## config.mk

```make
export PLATFORM = sky130hd
export DESIGN_NAME = seq_mask_detect
export DESIGN_NICKNAME = d
export VERILOG_FILES = /design/src/rtl/seq_mask_detect.sv
export SDC_FILE = /design/constraint.sdc
export NUM_CORES = 1
export LEC_CHECK = 0
export CAP_MARGIN = 0
export CORE_ASPECT_RATIO = 1.5
export CORE_MARGIN = 8
export CORE_UTILIZATION = 46
export CTS_CLUSTER_DIAMETER = 80
export CTS_CLUSTER_SIZE = 24
export DETAILED_ROUTE_END_ITERATION = 16
export PLACE_DENSITY = 0.78
export SLEW_MARGIN = 20
export SYNTH_ARGS = -nofsm -noshare
export SYNTH_HDL_FRONTEND = slang
export SYNTH_SLANG_ARGS = --single-unit
```

## constraint.sdc

```tcl
create_clock -name clk -period 4.71 [get_ports clk]
set_clock_uncertainty 0.05 [all_clocks]
set_input_delay 0.471 -clock clk [delete_from_list [all_inputs] [get_ports clk]]
set_output_delay 0.471 -clock clk [all_outputs]
set_load 0.005 [all_outputs]
```

## src/rtl/seq_mask_detect.sv

```systemverilog
// Serial pattern detector with per-bit don't-care mask, runtime-loadable pattern/mask,
// overlapping or non-overlapping match modes and a saturating match counter.
module seq_mask_detect #(
  parameter int             LEN      = 9,
  parameter logic [LEN-1:0] DEF_PAT  = 9'b011000110,
  parameter logic [LEN-1:0] DEF_MASK = 9'b111000111,
  parameter int             CNT_W    = 8
) (
  input  logic             clk,
  input  logic             rst_n,
  input  logic             a,
  input  logic             a_vld,
  input  logic             overlap,
  input  logic             cfg_we,
  input  logic [LEN-1:0]   cfg_pattern,
  input  logic [LEN-1:0]   cfg_mask,
  input  logic             cnt_clr,
  output logic             match,
  output logic [CNT_W-1:0] match_cnt,
  output logic             busy
);

  localparam int               FW      = $clog2(LEN + 1);
  localparam logic [FW-1:0]    FULL    = FW'(LEN);
  localparam logic [CNT_W-1:0] CNT_MAX = '1;

  logic [LEN-1:0]   sr_q, sr_d;
  logic [LEN-1:0]   pat_q, pat_d;
  logic [LEN-1:0]   mask_q, mask_d;
  logic [FW-1:0]    fill_q, fill_d;
  logic             match_q, match_d;
  logic [CNT_W-1:0] cnt_q, cnt_d;

  logic [LEN-1:0] nsr;
  logic [FW-1:0]  nfill;
  logic           hit;

  // Post-shift view of the window; a config load overrides the hit entirely.
  assign nsr   = {sr_q[LEN-2:0], a};
  assign nfill = (fill_q == FULL) ? FULL : fill_q + FW'(1);
  assign hit   = a_vld && !cfg_we && (nfill == FULL) && (((nsr ^ pat_q) & mask_q) == '0);

  always_comb begin
    // NOTE: every variable gets a default before any branch so no latch can be inferred.
    sr_d    = sr_q;
    pat_d   = pat_q;
    mask_d  = mask_q;
    fill_d  = fill_q;
    match_d = 1'b0;
    cnt_d   = cnt_q;

    if (cfg_we) begin
      pat_d  = cfg_pattern;
      mask_d = cfg_mask;
      sr_d   = '0;
      fill_d = '0;
    end else if (a_vld) begin
      sr_d    = nsr;
      fill_d  = (hit && !overlap) ? '0 : nfill;
      match_d = hit;
    end

    if (cnt_clr) begin
      cnt_d = hit ? CNT_W'(1) : '0;
    end else if (hit && (cnt_q != CNT_MAX)) begin
      cnt_d = cnt_q + CNT_W'(1);
    end
  end

  // NOTE: sequential state uses non-blocking assignments so all flops update together.
  always_ff @(posedge clk or negedge rst_n) begin
    if (!rst_n) begin
      sr_q    <= '0;
      pat_q   <= DEF_PAT;
      mask_q  <= DEF_MASK;
      fill_q  <= '0;
      match_q <= 1'b0;
      cnt_q   <= '0;
    end else begin
      sr_q    <= sr_d;
      pat_q   <= pat_d;
      mask_q  <= mask_d;
      fill_q  <= fill_d;
      match_q <= match_d;
      cnt_q   <= cnt_d;
    end
  end

  assign match     = match_q;
  assign match_cnt = cnt_q;
  assign busy      = (fill_q < FULL);

endmodule

```

==> qor.yml, run 1 <==
synthesis:
  synth_cell_types: 34
  synth.most_common_cell: "dfrtp_1"
  synth-simple-area-share_pct: 12.62
  synthFlopType: "dfrtp_1"
  synthXorXnorAreaFrac_pct: 4.673
  synth_edf_count: 0
  yosys_warnings: 0
  synth_top_family_by_area: "multiplexers"
  synth_area_per_cell_um2: 11.57
  synth.area.top_cells: "dfrtp_1 39%, dfstp_2 14%, mux2_2 11%, xor2_1 4.7%, mux2i_1 4.3%"
  netlist_area_um2: 1874
  yosysSeqAreaShare_pct: 52.74
  synth_compound_area_share_pct: 11.01
  synth.largest_area_cell: "dfrtp_1"
  synth_seq_cells: 39
  syn_inst: 162
  yosysTopAreaCellShare_pct: 38.72
  synth_common_cells: "29 x dfrtp_1, 19 x mux2_2, 16 x nor2_1, 10 x dfstp_2, 10 x xor2_1"
  muxShareOfSynthArea_pct: 15.69
  synthAdderAreaFrac_pct: 0.6676
  async_flop_share_pct: 100.0
  syn_nets: 188
timing:
  setup_violations: 0
  drv_slew: 0
  fin_crit_ns: 2.729
  setup_tns_ns: 0
  max_freq_mhz: 366.5
  post-route-period-util_pct: 57.93
  finalHoldViolCount: 0
  setup_slack_ns: 1.981
  worst_pin_slew_ns: 0.8362
  relSlewSlack_pct: 44.26
  grt_setup_unrepaired: "no"
placed_design:
  gp_congestion: 0.8445
  dpl-instance-area_um2: 2247
  portBuffers: 34
  dpl_worst_slack_ns: 1.720
  dpl.hpwl_mm: 3.004
global_route:
  grt_overflow: 0
  grt_usage_pct: 13.42
  grt_max_degree: 40
  grt_pass1_wl_mm: 6.720
  grt_pass1_vias: 1441
  antenna_found_initial: 0
clock_network:
  cts_buffer_depth: 2
  ctsResizeCount: 0
  cts_root_buffer: "clkbuf_8"
  cts_tree: "done"
  clk_pin_slew_ns: 0.07
  post_cts_buffers: 0
  numCtsBuffers: 5
  ctsHoldBuffers: 0
  clock_latency_ns: 0.29
  cts_num_sinks: 39
  h-tree-depth: 2
worst_setup_path:
  crit_end: "match_cnt[3]$_DFFE_PN0P_"
  crit_fanout: 16
  crit_path_cell_trace: "clkdlybuf4s50_1 -> inv_1 -> a2111oi_4 -> nand3_2 -> or4_1 -> a21oi_1"
  critPathSlowestCell: "clkdlybuf4s50_1"
  worstPathArrival_ns: 2.89
  r2r_slack_ns: 2.29
  rr_endpoint: "match_cnt[3]$_DFFE_PN0P_"
  r2r_cells: 5
  required_ns: 4.87
  critPathLaunchType: "input port"
  endpoint_kind: "flop"
  reg2reg_from: "fill_q[1]$_DFFE_PN0P_"
  slowest_delay_ns: 0.90
  crit_start: "a_vld"
  timing_worst_setup_path_type: "input port to flop"
route:
  drt_iter0_drc: 60
  drtPass1Iterations: 4
  drc: 0
  drt-total-wl_mm: 3.943
  route.vias.total: 1375
  post_drt_wl_per_cell_um: 16.23
  ant_nets: 0
  vias_per_cell: 5.658
power:
  power_density_nw_per_um2: 291.2
  vdd_drop_max_v: 0.0002445
  combPwrFrac_pct: 11.8
  intPower_mw: 0.5196
  p_clk_share_pct: 33.5
  p_leak_nw: 0.9849
  switching_share_pct: 23.70
  seqPwrFrac_pct: 54.8
  p_sw_mw: 0.1614
finish:
  syn2layout_area_growth_pct: 24.77
  nFillCells: 353
  final-seq-area_um2: 988.4
  final_net_count: 223
  fin_area_um2: 2338
  insertedDiodeCount: 0
  multi_input_area_um2: 837.1
  drive_gt1_share_pct: 21.72
  fin_util_pct: 59.60
floorplanning:
  rows: 28
  ios: 35
  die_w_um: 68.12
  die_h_um: 94.18
  initial_core_util_pct: 47.77
  dieArea_um2: 6415
  core_um2: 3924
outcome:
  run_status: "complete, no violations"
run:
  max_cap_viol_count: 0
worst_hold_path:
  min_path_type: "input port to async pin"
critical path: cells and delay by family:
family	cells	cell delay [ns]
buffers and inverters	2	1.10
and+or+nand+nor	2	0.89
AOI/OAI and AO/OA	2	0.42
per-stage QoR:
stage          hold WS [ns]  power (mW)  instances
4_1_cts              0.2457      0.6915        243
3_5_place_dp         0.4620      0.4606        235
3_3_place_gp         0.4423      0.4543        235
6_report             0.2286      0.6810        243
5_1_grt              0.3013      0.7145        243
2_1_floorplan        0.1254      0.4200        162
placed cells by master (no fill, tap or decap), types with 5 or more instances in the layout:
cell             Yosys  routed
nor3_1               5       5
nor2_1              16      16
dfrtp_1             29      29
mux2i_1              8       8
clkdlybuf4s50_1      0      33
xor2_1              10      10
inv_1                6       6
a21oi_1              6       6
dfstp_2             10      10
clkbuf_8             0       6
nand3_1              5       5
nand2_1              5       5
mux2_2              19      19
layer usage:
layer,part of all wire [%],global-route usage (%),vias to the layer above
met5,0,0,-
met4,0.96,3.602,0
met3,5.9,4.421,3
met2,52,22.70,35
met1,41,15.55,681
li1,-,-,656
sequential cells by signal, summed over array words and instances, names as in the netlist:
signal and cells:
mask_q 9, pat_q 9, match_cnt 8, sr_q 8
fill_q 4, match 1
layout make-up:
| class | instances | share of cell area, % |
|---|---|---|
| clock buffers | 7 | 3.692 |
| clock inverters | 1 | 0.2140 |
| inverters | 6 | 0.9631 |
| multi-input cells | 110 | 35.79 |
| flip-flops and latches | 39 | 42.27 |
| well taps | 45 | 2.408 |
| repair buffers | 35 | 14.66 |
logic make-up after synthesis:
kind of cell | Yosys count
xor gates and xnor gates | 10
AOI/OAI and AO/OA | 26
and+or+nand+nor | 46
muxes | 27
buffers and inverters | 13
adders and majority gates | 1
DFF | 39
power groups by stage:
stage                     combinational [mW]  sequential, mW  clock [mW]
after detailed placement              0.0810           0.380           0
after global placement                0.0774           0.377           0
after global routing                  0.0882           0.375       0.251
after CTS                             0.0812           0.373       0.237
final                                 0.0801           0.373       0.228
after floorplan                       0.0456           0.374           0
how the worst min path moves through the flow:
stage / slack (ns) / from / to
floorplan: 0.13 / rst_n / fill_q[0]$_DFFE_PN0P_
global placement: 0.44 / mask_q[3]$_DFFE_PN0P_ / mask_q[3]$_DFFE_PN0P_
detailed placement: 0.46 / mask_q[4]$_DFFE_PN0P_ / mask_q[4]$_DFFE_PN0P_
CTS: 0.25 / rst_n / pat_q[5]$_DFFE_PN0P_
global route: 0.30 / rst_n / pat_q[5]$_DFFE_PN0P_
finish: 0.23 / rst_n / pat_q[5]$_DFFE_PN0P_
No activity file was read; power rests on OpenSTA's default activity.
==> run 2: changes to the inputs <==
==> constraint.sdc (replaced) <==
create_clock -name clk -period 2.8 [get_ports clk]
set_clock_uncertainty 0.05 [all_clocks]
set_input_delay 0.28 -clock clk [delete_from_list [all_inputs] [get_ports clk]]
set_output_delay 0.28 -clock clk [all_outputs]
set_load 0.005 [all_outputs]
==> run 2 against run 1 <==
Non-clock buffer count grew 1. Total power rose by 66%. Core utilization hardly changed. Largest cell class unchanged.
==> qor.yml, run 2 (synthesis gave the netlist of run 1 again) <==
finish:
  final_cell_mix: "33 x clkdlybuf4s50_1, 29 x dfrtp_1, 19 x mux2_2, 16 x nor2_1"
  final_common_cell: "clkdlybuf4s50_1"
  final_net_count: 224  # +0.45%
  insertedDiodeCount: 0  # unchanged
  fin_area_um2: 2340  # about the same
  drive_gt1_share_pct: 22.11  # +0.39 points
  syn2layout_area_growth_pct: 24.83  # about the same
  largest_registers: "mask_q: 9 flops, pat_q: 9 flops"
power:
  power_density_nw_per_um2: 483.9  # +66%
  vdd_drop_max_v: 0.0004316  # +77%
  p_leak_nw: 0.9826  # -0.23%
placed_design:
  portBuffers: 34  # unchanged
  gp_congestion: 0.8452  # about the same
  dpl-instance-area_um2: 2255  # +0.33%
  dpl.hpwl_mm: 2.919  # -2.8%
worst_setup_path:
  reg2reg_from: "fill_q[1]$_DFFE_PN0P_"
  required_ns: 2.97  # -1.90 ns
  worstPathArrival_ns: 2.52  # -0.37 ns
  crit_path_cell_trace: "or3b_4 -> a2111oi_4 -> nand3_2 -> or4_1 -> a21oi_1"
  rr_endpoint: "match_cnt[5]$_DFFE_PN0P_"
  r2r_cells: 5  # unchanged
  crit_fanout: 16  # unchanged
  critPathTopFamily: "simple AND/OR/NAND/NOR gates"
  slowest_delay_ns: 0.57  # -0.33 ns
  r2r_slack_ns: 0.45  # -1.84 ns
  endpoint_kind: "flop"
  critPathSlowestCell: "or4_1"
  path_buf_inv: 0  # -2
  critPathLaunchType: "flop"
  cp.depth: 5  # -1
  timing_worst_setup_path_type: "flop to flop"
global_route:
  grt_max_degree: 40  # unchanged
  use_met3_pct: 5.615  # +1.2 points
  grt.busiest_layer: "met2"
  met2_usage_pct: 22.47  # -0.24 points
  grt_pass1_wl_mm: 6.817  # +1.4%
  grt_overflow: 0  # unchanged
  gr-usage-met1_pct: 15.55  # about the same
  antenna_found_initial: 0  # unchanged
  grt_usage_pct: 13.71  # +0.29 points
  grt_pass1_vias: 1416  # -1.7%
clock_network:
  ctsResizeCount: 0  # unchanged
  clock_latency_ns: 0.29  # about the same
  h-tree-depth: 2  # unchanged
  cts_num_sinks: 39  # unchanged
  cts_root_buffer: "clkbuf_8"
  post_cts_buffers: 0  # unchanged
  clk_pin_slew_ns: 0.08  # about the same
  cts_tree: "done"
  cts_buffer_depth: 2  # unchanged
  numCtsBuffers: 5  # unchanged
  ctsHoldBuffers: 0  # unchanged
route:
  vias_per_cell: 5.574  # -1.5%
  post_drt_wl_per_cell_um: 16.19  # -0.21%
  drt-total-wl_mm: 3.951  # +0.20%
  ant_nets: 0  # unchanged
  drtPass1Iterations: 4  # unchanged
  route.vias.total: 1360  # -1.1%
  drt_iter0_drc: 90  # +50%
  drc: 0  # unchanged
floorplanning:
  initial_core_util_pct: 47.77  # unchanged
  rows: 28  # unchanged
  core_um2: 3924  # unchanged
  dieArea_um2: 6415  # unchanged
  die_h_um: 94.18  # unchanged
  die_w_um: 68.12  # unchanged
  ios: 35  # unchanged
timing:
  drv_slew: 0  # unchanged
  post-route-period-util_pct: 84.08
  max_freq_mhz: 424.8
  relSlewSlack_pct: 44.14  # -0.12 points
  worst_pin_slew_ns: 0.8379  # +0.001743 ns
  setup_tns_ns: 0  # unchanged
  grt_setup_unrepaired: "no"
  fin_crit_ns: 2.354
  setup_violations: 0  # unchanged
  finalHoldViolCount: 0  # unchanged
outcome:
  run_status: "complete, no violations"
run:
  max_cap_viol_count: 0  # unchanged
worst_hold_path:
  min_path_type: "input port to async pin"
[run 2: cell count changes in the layout (fill, tap and decap cells not counted)]
cell        delta
clkinvlp_4     +1
clkbuf_8       -1
buf_4          +1
[run 2: layout make-up]
cell class | instances | area, µm²
clock inverters | 2 | 12.51
multi-input cells | 110 | 837.1
repair buffers | 36 | 350.3
clock buffers | 6 | 72.57
inverters | 6 | 22.52
fillers | 347 | 1584
well taps | 45 | 56.30
flip-flops and latches | 39 | 988.4
[run 2: metrics by stage]
stage / hold slack [ns] / std cells / setup slack [ns] / utilization [%] / power (mW)
floorplan: -0.06559 / 162 / 0.7455 / - / 0.7066
global placement: 0.3710 / 236 / 0.5206 / 57.46 / 0.7654
detailed placement: 0.3878 / 236 / 0.4517 / 57.46 / 0.7718
CTS: 0.06168 / 244 / 0.4459 / 59.63 / 1.149
global route: 0.1006 / 244 / 0.2901 / 59.63 / 1.186
finish: 0.03115 / 244 / 0.4458 / 59.63 / 1.132
[run 2: how the worst max path moves through the flow]
stage / from / endpoint / slack, ns
2_1_floorplan: fill_q[1]$_DFFE_PN0P_ / match_cnt[3]$_DFFE_PN0P_ / 0.75
3_3_place_gp: fill_q[1]$_DFFE_PN0P_ / match_cnt[5]$_DFFE_PN0P_ / 0.52
3_5_place_dp: fill_q[1]$_DFFE_PN0P_ / match_cnt[5]$_DFFE_PN0P_ / 0.45
4_1_cts: fill_q[1]$_DFFE_PN0P_ / match_cnt[5]$_DFFE_PN0P_ / 0.45
5_1_grt: fill_q[1]$_DFFE_PN0P_ / match_cnt[5]$_DFFE_PN0P_ / 0.29
6_report: fill_q[1]$_DFFE_PN0P_ / match_cnt[5]$_DFFE_PN0P_ / 0.45
[run 2: power breakdown]
group | internal, mW | switching (mW)
Combinational | 0.0717 | 0.0612
Sequential | 0.604 | 0.0219
Clock | 0.174 | 0.199
[run 2: layer usage]
| metal | part of all wire [%] | wire length (µm) |
|---|---|---|
| met1 | 39 | 1544 |
| met2 | 51 | 2002 |
| met3 | 8.7 | 345 |
| met4 | 1.5 | 59 |
| met5 | 0 | 0 |
[run 2: worst register-to-register path: cells and delay by family, from the launching register on]
kind | cells | cell delay [ns]
flip-flops | 1 | 0.44
AO/OA/AOI/OAI | 2 | 0.49
AND/OR/NAND/NOR | 3 | 1.29
==> run 3: changes to the inputs <==
--- a/config.mk
+++ b/config.mk
@@ -12,7 +12,7 @@
 export CTS_CLUSTER_DIAMETER = 80
 export CTS_CLUSTER_SIZE = 24
 export DETAILED_ROUTE_END_ITERATION = 16
-export PLACE_DENSITY = 0.78
+export PLACE_DENSITY = 0.81
 export SLEW_MARGIN = 20
 export SYNTH_ARGS = -nofsm -noshare
 export SYNTH_HDL_FRONTEND = slang
==> constraint.sdc (replaced) <==
create_clock -name clk -period 2 [get_ports clk]
set_clock_uncertainty 0.05 [all_clocks]
set_input_delay 0.2 -clock clk [delete_from_list [all_inputs] [get_ports clk]]
set_output_delay 0.2 -clock clk [all_outputs]
set_load 0.005 [all_outputs]
==> run 3 against run 2 <==
The flow now finishes with violations (negative setup slack). Clock-buffer cell count up 1. Non-clock buffer count up 11. Sequential power up 40%. Flip-flop and latch count unchanged. Register-to-register slack worse by 0.51 ns. Sequential share of layout area down 3.0 points. First-iteration DRC count down 57%. Maximum frequency up 14%. Via count up 4.7%. Critical path type unchanged.
==> qor.yml, run 3 (synthesis gave the netlist of run 1 again) <==
outcome:
  run_status: "finished, violations left"
  violations: "negative setup slack"
timing:
  finalHoldViolCount: 0  # unchanged
  grt_setup_unrepaired: "yes"
  setup_tns_ns: -0.2716  # -0.2716 ns
  setup_violations: 7  # +7
  drv_slew: 0  # unchanged
  worst_pin_slew_ns: 0.4715  # -0.3664 ns
  max_freq_mhz: 485.3  # +14%
  post-route-period-util_pct: 103.0  # +19 points
  setup_slack_ns: -0.06043  # -0.5063 ns
  whs_ns: 0.4381  # +0.4069 ns
  relSlewSlack_pct: 68.56  # +24 points
  fin_crit_ns: 2.060  # -0.2937 ns
worst_setup_path:
  crit_fanout: 5  # -11
  endpoint_kind: "flop"
  timing_worst_setup_path_type: "flop to flop"
  crit_path_cell_trace: "or3b_4 -> a2111oi_4 -> nand3_2 -> or4_1 -> a21oi_1"
  critPathSlowestCell: "or4_1"
  slowest_delay_ns: 0.55  # -0.02 ns
  critPathLaunchType: "flop"
  required_ns: 2.16  # -0.81 ns
  worstPathArrival_ns: 2.22  # -0.30 ns
global_route:
  antenna_found_initial: 0  # unchanged
  grt_pass1_wl_mm: 6.768  # -0.72%
  grt_pass1_vias: 1520  # +7.3%
  grt_overflow: 0  # unchanged
  grt_max_degree: 40  # unchanged
  grt_usage_pct: 13.54  # -0.17 points
route:
  drtPass1Iterations: 4  # unchanged
  vias_per_cell: 5.563  # -0.20%
  drt_iter0_drc: 39  # -57%
  drt-total-wl_mm: 3.958  # +0.18%
  route.vias.total: 1424  # +4.7%
  post_drt_wl_per_cell_um: 15.46  # -4.5%
  drc: 0  # unchanged
  ant_nets: 0  # unchanged
run:
  max_cap_viol_count: 0  # unchanged
floorplanning:
  die_w_um: 68.12  # unchanged
  die_h_um: 94.18  # unchanged
  rows: 28  # unchanged
  dieArea_um2: 6415  # unchanged
  ios: 35  # unchanged
  initial_core_util_pct: 47.77  # unchanged
  core_um2: 3924  # unchanged
finish:
  final_common_cell: "clkdlybuf4s50_1"
  fin_util_pct: 64.25  # +4.6 points
  drive_gt1_share_pct: 29.86  # +7.7 points
  syn2layout_area_growth_pct: 34.51
  stdcell_count: 256  # +4.9%
  largest_registers: "mask_q: 9 flops, pat_q: 9 flops"
  final_net_count: 236  # +5.4%
  insertedDiodeCount: 0  # unchanged
  final_cell_mix: "32 x clkdlybuf4s50_1, 29 x dfrtp_1, 18 x mux2_2, 15 x nor2_1, 11 x buf_4"
clock_network:
  cts_buffer_depth: 2  # unchanged
  h-tree-depth: 2  # unchanged
  clock_latency_ns: 0.29  # about the same
  cts_root_buffer: "clkbuf_8"
  clk_pin_slew_ns: 0.08  # about the same
  cts_tree: "done"
  cts_num_sinks: 39  # unchanged
  numCtsBuffers: 5  # unchanged
power:
  p_total_mw: 1.672  # +48%
  power_density_nw_per_um2: 663.4  # +37%
  p_leak_nw: 1.054  # +7.2%
  vdd_drop_max_v: 0.0006201  # +44%
placed_design:
  portBuffers: 34  # unchanged
  gp_congestion: 0.8129  # -3.8%
  dpl.hpwl_mm: 2.863  # -1.9%
  dp.cells: 244  # +3.4%
worst_hold_path:
  min_path_type: "input port to async pin"
[run 3: cell count changes in the layout (fill, tap and decap cells not counted), moves of 2 or more]
cell and delta:
buf_4 +9, clkbuf_8 +2, nor3_1 -2, nor3_2 +2
[run 3: cell type report]
class                           instances  area (µm²)
Inverter                                6       22.52
Clock inverter                          1       7.507
Sequential cell                        39       988.4
Multi-Input combinational cell        111       908.4
Tap cell                               45       56.30
Fill cell                             318        1403
Timing Repair Buffer                   47       441.7
Clock buffer                            7       96.34
[run 3: through the flow]
stage	instance area, µm²	setup WS [ns]
floorplan	1874	0.08573
global placement	2315	-0.09240
detailed placement	2315	-0.1378
CTS	2474	-0.06642
global route	2521	-0.1473
finish	2521	-0.06043
[run 3: worst max-delay path: cells and delay by family (launching register included)]
kind	cells	cell delay, ns
compound gates	2	0.38
flops	1	0.39
simple gates	3	1.15
[run 3: layer usage]
layer | GRT usage, % | wire [µm] | up-vias
met5 | 0 | 0 | -
met3 | 3.584 | 184 | 4
li1 | - | - | 680
met4 | 6.175 | 46 | 0
met2 | 22.86 | 2117 | 27
met1 | 15.20 | 1609 | 713
[run 3: what timing repair did]
action / CTS / global route
setup endpoints to repair: 7 / 11
hold endpoints to repair: 29 / 0
gates cloned: 1 / 0
setup buffers: 1 / 1
hold buffers: 1 / 0
gates resized for setup: 6 / 9
pin swaps: 4 / 3
[run 3: worst paths after layout]
kind	from	end	slack, ns	depth (start not counted)
max	fill_q[2]$_DFFE_PN0P_	match_cnt[4]$_DFFE_PN0P_	-0.06	5
min	rst_n	match_cnt[2]$_DFFE_PN0P_	0.44	3
max reg2reg	fill_q[2]$_DFFE_PN0P_	match_cnt[4]$_DFFE_PN0P_	-0.06	5
min reg2reg	mask_q[4]$_DFFE_PN0P_	mask_q[4]$_DFFE_PN0P_	0.46	1
max in group asynchronous	rst_n	mask_q[1]$_DFFE_PN1P_	1.10	3
min in group clk	mask_q[4]$_DFFE_PN0P_	mask_q[4]$_DFFE_PN0P_	0.46	1
[run 3: report_power, final]
group / internal, mW / switching [mW]
clock network: 0.313 / 0.271
registers: 0.846 / 0.0294
logic: 0.107 / 0.105
total: 1.27 / 0.406
